## src/rtl/axis_testpattern_scheduler.sv

```systemverilog
// Frame sequencer between an AXI-Stream pattern source and its consumer.
// It gates the source, frames beats with tlast, inserts idle gaps and stops on count or request.
module axis_testpattern_scheduler #(
    parameter int TDATA_WIDTH = 32,
    parameter int LEN_WIDTH   = 16,
    parameter int CNT_WIDTH   = 16,
    parameter int GAP_WIDTH   = 16
) (
    input  logic                   m_axis_aclk,
    input  logic                   m_axis_aresetn,
    input  logic                   start,
    input  logic                   stop,
    input  logic [LEN_WIDTH-1:0]   cfg_frame_len,
    input  logic [CNT_WIDTH-1:0]   cfg_num_frames,
    input  logic [GAP_WIDTH-1:0]   cfg_gap,
    output logic                   gen_enable,
    input  logic [TDATA_WIDTH-1:0] s_axis_tdata,
    input  logic                   s_axis_tvalid,
    output logic                   s_axis_tready,
    output logic [TDATA_WIDTH-1:0] m_axis_tdata,
    output logic                   m_axis_tvalid,
    input  logic                   m_axis_tready,
    output logic                   m_axis_tlast,
    output logic                   busy,
    output logic                   done,
    output logic [CNT_WIDTH-1:0]   frame_count
);

    localparam logic [LEN_WIDTH-1:0] LEN_ONE  = LEN_WIDTH'(1);
    localparam logic [LEN_WIDTH-1:0] LEN_ZERO = '0;
    localparam logic [CNT_WIDTH-1:0] CNT_ONE  = CNT_WIDTH'(1);
    localparam logic [CNT_WIDTH-1:0] CNT_ZERO = '0;
    localparam logic [GAP_WIDTH-1:0] GAP_ONE  = GAP_WIDTH'(1);
    localparam logic [GAP_WIDTH-1:0] GAP_ZERO = '0;

    typedef enum logic [1:0] {S_IDLE, S_RUN, S_GAP, S_DONE} state_t;

    state_t               state;
    logic [LEN_WIDTH-1:0] len_r;
    logic [LEN_WIDTH-1:0] beat;
    logic [CNT_WIDTH-1:0] num_r;
    logic [GAP_WIDTH-1:0] gap_r;
    logic [GAP_WIDTH-1:0] gap_cnt;
    logic                 stop_pending;

    logic                 xfer;
    logic                 last_beat;
    logic [CNT_WIDTH-1:0] fc_next;
    logic                 reach_count;

    // gen_enable is the registered RUN flag, so it also qualifies the pass-through path
    assign m_axis_tdata  = s_axis_tdata;
    assign m_axis_tvalid = gen_enable & s_axis_tvalid;
    assign s_axis_tready = gen_enable & m_axis_tready;
    assign last_beat     = (beat == (len_r - LEN_ONE));
    assign m_axis_tlast  = gen_enable & last_beat;

    assign xfer        = m_axis_tvalid & m_axis_tready;
    assign fc_next     = frame_count + CNT_ONE;
    assign reach_count = (num_r != CNT_ZERO) && (fc_next == num_r);

    always_ff @(posedge m_axis_aclk or negedge m_axis_aresetn) begin
        if (!m_axis_aresetn) begin
            state        <= S_IDLE;
            gen_enable   <= 1'b0;
            busy         <= 1'b0;
            done         <= 1'b0;
            frame_count  <= CNT_ZERO;
            stop_pending <= 1'b0;
            beat         <= LEN_ZERO;
            gap_cnt      <= GAP_ZERO;
            len_r        <= LEN_ONE;
            num_r        <= CNT_ZERO;
            gap_r        <= GAP_ZERO;
        end else begin
            case (state)
                S_IDLE: begin
                    done <= 1'b0;
                    if (start) begin
                        len_r        <= (cfg_frame_len == LEN_ZERO) ? LEN_ONE : cfg_frame_len;
                        num_r        <= cfg_num_frames;
                        gap_r        <= cfg_gap;
                        beat         <= LEN_ZERO;
                        gap_cnt      <= GAP_ZERO;
                        frame_count  <= CNT_ZERO;
                        stop_pending <= 1'b0;
                        state        <= S_RUN;
                        gen_enable   <= 1'b1;
                        busy         <= 1'b1;
                    end
                end
                S_RUN: begin
                    if (stop) begin
                        stop_pending <= 1'b1;
                    end
                    if (xfer) begin
                        if (last_beat) begin
                            beat        <= LEN_ZERO;
                            frame_count <= fc_next;
                            if (stop_pending || stop || reach_count) begin
                                state      <= S_DONE;
                                gen_enable <= 1'b0;
                                busy       <= 1'b0;
                                done       <= 1'b1;
                            end else if (gap_r != GAP_ZERO) begin
                                // Down-count so the gap lasts exactly gap_r cycles
                                state      <= S_GAP;
                                gen_enable <= 1'b0;
                                gap_cnt    <= gap_r - GAP_ONE;
                            end
                        end else begin
                            beat <= beat + LEN_ONE;
                        end
                    end
                end
                S_GAP: begin
                    if (stop) begin
                        state <= S_DONE;
                        busy  <= 1'b0;
                        done  <= 1'b1;
                    end else if (gap_cnt == GAP_ZERO) begin
                        state      <= S_RUN;
                        gen_enable <= 1'b1;
                    end else begin
                        gap_cnt <= gap_cnt - GAP_ONE;
                    end
                end
                S_DONE: begin
                    done  <= 1'b0;
                    state <= S_IDLE;
                end
                default: begin
                    state      <= S_IDLE;
                    gen_enable <= 1'b0;
                    busy       <= 1'b0;
                    done       <= 1'b0;
                end
            endcase
        end
    end

endmodule

```

## config.mk

```make
export PLATFORM = sky130hd
export DESIGN_NAME = axis_testpattern_scheduler
export DESIGN_NICKNAME = d
export VERILOG_FILES = /design/src/rtl/axis_testpattern_scheduler.sv
export SDC_FILE = /design/constraint.sdc
export NUM_CORES = 1
export LEC_CHECK = 0
export BUFFER_PORTS_ARGS = -buffer_cell sky130_fd_sc_hd__buf_2
export CAP_MARGIN = 30
export CORE_AREA = 2 2 115 117
export CTS_BUF_LIST = sky130_fd_sc_hd__clkbuf_4 sky130_fd_sc_hd__clkbuf_8
export DETAILED_ROUTE_END_ITERATION = 6
export DIE_AREA = 0 0 117 119
export HOLD_SLACK_MARGIN = 0.03
export PLACE_DENSITY_LB_ADDON = 0.08
export SLEW_MARGIN = 5
export SYNTH_ARGS = -nofsm -noshare
export SYNTH_HDL_FRONTEND = slang
export SYNTH_SLANG_ARGS = --single-unit
```

## constraint.sdc

```tcl
create_clock -name m_axis_aclk -period 6.3 [get_ports m_axis_aclk]
set_clock_uncertainty 0.15 [all_clocks]
set_input_delay 1.26 -clock m_axis_aclk [delete_from_list [all_inputs] [get_ports m_axis_aclk]]
set_output_delay 1.26 -clock m_axis_aclk [all_outputs]
set_load 0.02 [all_outputs]
```

==> flow_metrics.tcl <==
set metrics [dict create \
    synthMuxAreaShare_pct 9.91 \
    synth_fa_ha_area_share_pct 1.66 \
    async_flop_share_pct 100 \
    ys_seq_elements 102 \
    totalWireLength_mm 16.3 \
    grt.overflow.total 0 \
    cts_resized 0 \
    nets 853 \
    cts-buffers-inserted 9 \
    yosysUniqueCellTypes 65 \
    routed_via_density 6.01 \
    synth_cells 742 \
    power_mw 3.21 \
    status "completed" \
    finalSetupTns_ns 0 \
    firstDrtPassIters 5 \
    p_sw_mw 1.42 \
    clk_pin_slew_worst_paths_ns 0.09 \
    crit_path_cell_trace "nor4_2, a21oi_1, a211oi_1, nor2_1, or3_1, a2111oi_0, and2_1, buf_2" \
    synth_compound_area_share_pct 12.8 \
    area_growth_pct 6.18 \
    wl_per_cell_um 17.4 \
    max_stage_delay_ns 0.83 \
    cts_hold_buf 0 \
    period_share_pct 82.3 \
    grt_antenna_before_repair 0 \
    setup_viol_count_final 0 \
    clock_sink_count 102 \
    clk_path_buf_depth 2 \
    synthDominantCellAreaShare_pct 37.1 \
    syn_nets 837 \
    htreeDepth 3 \
    p_leak_nw 2.99 \
    drtAntennaViolNets 0 \
    grt_pass1_vias 5375 \
    ios 140 \
    synth_most_common_cell "dfrtp_1" \
    pwr-share-seq_pct 37.9 \
    fmax_mhz 193 \
    synthSimpleGateAreaFrac_pct 21.9 \
    hold_class "flip-flop to flip-flop" \
    drc 0 \
    path_max_fanout 11 \
    p_clk_share_pct 14.6 \
    cts-root-buf "clkbuf_8" \
    die_area_mm2 0.0139 \
    worst-setup-path-type "flip-flop to output pin" \
    endpoint_kind "output pin" \
    chipWidth_um 117 \
    worst_pin_slew_ns 0.909 \
    worstPathArrival_ns 3.77 \
    synth-edff-count 0 \
    hold_violations 0 \
    drt_iter0_markers 605 \
    synth_ff_type "dfrtp_1" \
    start_util_pct 52.8 \
    rsz0062_at_grt "false" \
    vias 5647 \
    synth.yosys.seq_area_share_pct 37.5 \
    reg2reg_depth 8 \
    synthTopCellsByArea "dfrtp_1 (37%), mux2_2 (8.3%), xnor2_1 (4.9%), buf_4 (3.6%), nor2_1 (3.5%)" \
    synth_top_area_cell "dfrtp_1" \
    clk_latency_ns 0.38 \
    port-buffer-count 75 \
    synth_top_family_by_area "simple AND/OR/NAND/NOR gates" \
    whs_path_depth 1 \
    globalRouteTotalUtil_pct 24.3 \
    maxSlewViolCount 0 \
    grt_max_degree 58 \
    multi_input_area_mm2 0.00370 \
    min_period_ns 5.18 \
    drive_gt1_share_pct 20.4 \
    synth_common_cells "dfrtp_1 (101), nor2_1 (63), mux2_2 (50), xnor2_1 (38), nor3_1 (34)" \
    nFillCells 1150 \
    cts_setup_buffers 0 \
    coreArea_mm2 0.0129 \
    power.density_mw_per_mm2 444 \
    diodes 0 \
    swShare_pct 44.2 \
    netlist_area_mm2 0.00680 \
    num_rows 42 \
    cts_tree "done" \
    yosysWarnings 0 \
    combPwrFrac_pct 47.6 \
    syn_avg_cell_area_um2 9.17 \
    die_h_um 119 \
    slowest_stage "nor4_2" \
    relSlewSlack_pct 39.4 \
    cap_violations 0 \
    peakVddDrop_uv 201 \
    grt_pass1_wl_mm 26.9 \
    p_int_mw 1.79 \
    worstPathRequired_ns 4.89 \
    synthXorXnorAreaFrac_pct 8.11 \
    cp-start-kind "flip-flop" \
    ff_latch_area_mm2 0.00255 \
    globalplace.congestion 0.925 \
    hpwl_mm 11.7 \
]
-- cells by family after synthesis --
logic type	after synthesis
AND/OR/NAND/NOR	274
AO/OA/AOI/OAI	127
buffers and inverters	106
flip-flops	102
XOR/XNOR	63
multiplexers	61
adder cells (fa/ha/maj)	9
-- critical path: cells and delay by family, from the launching register on --
kind	cells	cell delay (ns)
AO/OA/AOI/OAI	3	1.28
AND/OR/NAND/NOR	4	1.51
flip-flops	1	0.46
buffers and inverters	1	0.16
-- cell type report --
| class | count | share of cell area [%] |
|---|---|---|
| well taps | 176 | 3.05 |
| inverters | 33 | 1.71 |
| clock inverters | 4 | 1.00 |
| clock buffers | 12 | 2.11 |
| repair buffers | 78 | 5.54 |
| flip-flops and latches | 102 | 35.3 |
| multi-input cells | 534 | 51.2 |
-- worst paths after layout --
path | startpoint | to | slack, ns
max | len_r[2] | m_axis_tlast | 1.12
min | gap_cnt[14] | gap_cnt[14] | 0.36
max reg2reg | len_r[2] | gap_cnt[1] | 1.54
min reg2reg | gap_cnt[14] | gap_cnt[14] | 0.36
max in group asynchronous | m_axis_aresetn | gap_r[9] | 4.11
min in group asynchronous | m_axis_aresetn | frame_count[15] | 0.72
-- per-stage QoR --
| stage | area, µm² | util, % | setup WS [ns] | instances | hold WS [ns] |
|---|---|---|---|---|---|
| 2_1_floorplan | 6800 | - | 2.34 | 742 | 0.316 |
| 3_3_place_gp | 7000 | 54.4 | 1.71 | 923 | 0.329 |
| 3_5_place_dp | 7000 | 54.4 | 1.56 | 923 | 0.333 |
| 4_1_cts | 7220 | 56.1 | 1.14 | 939 | 0.354 |
| 5_1_grt | 7220 | 56.1 | 0.814 | 939 | 0.389 |
| 6_report | 7220 | 56.1 | 1.12 | 939 | 0.356 |
-- metal layers --
metal	up-vias	wire length [µm]	part of all wire (%)	global-route usage, %
met2	227	7240	44	36.1
met3	46	965	5.9	3.26
li1	2697	-	-	-
met4	0	540	3.3	11.3
met5	-	0	0	0
met1	2677	7580	46	35.2
-- placed cells by master (no fill, tap or decap), types with 23 or more instances in the layout --
| cell | instances |
|---|---|
| nor3_1 | 34 |
| dfrtp_1 | 101 |
| mux2_2 | 50 |
| nand2_1 | 25 |
| inv_1 | 32 |
| nor2_1 | 63 |
| nor4_1 | 23 |
| xor2_1 | 25 |
| xnor2_1 | 38 |
| buf_2 | 74 |
| nand3_1 | 33 |
-- state kept, by name, summed over array words and instances (netlist names) --
signal,count
beat,16
frame_count,16
gap_cnt,16
gap_r,16
len_r,16
num_r,16
state,2
busy,1
done,1
gen_enable,1
stop_pending,1
-- power by group through the flow --
| stage | registers [mW] | clock network (mW) | logic, mW |
|---|---|---|---|
| after floorplan | 1.13 | 0 | 1.27 |
| after global placement | 1.21 | 0 | 1.48 |
| after detailed placement | 1.22 | 0 | 1.51 |
| after CTS | 1.21 | 0.484 | 1.52 |
| after global routing | 1.26 | 0.516 | 1.68 |
| final | 1.22 | 0.468 | 1.53 |
(Power assumes the default switching activity.)
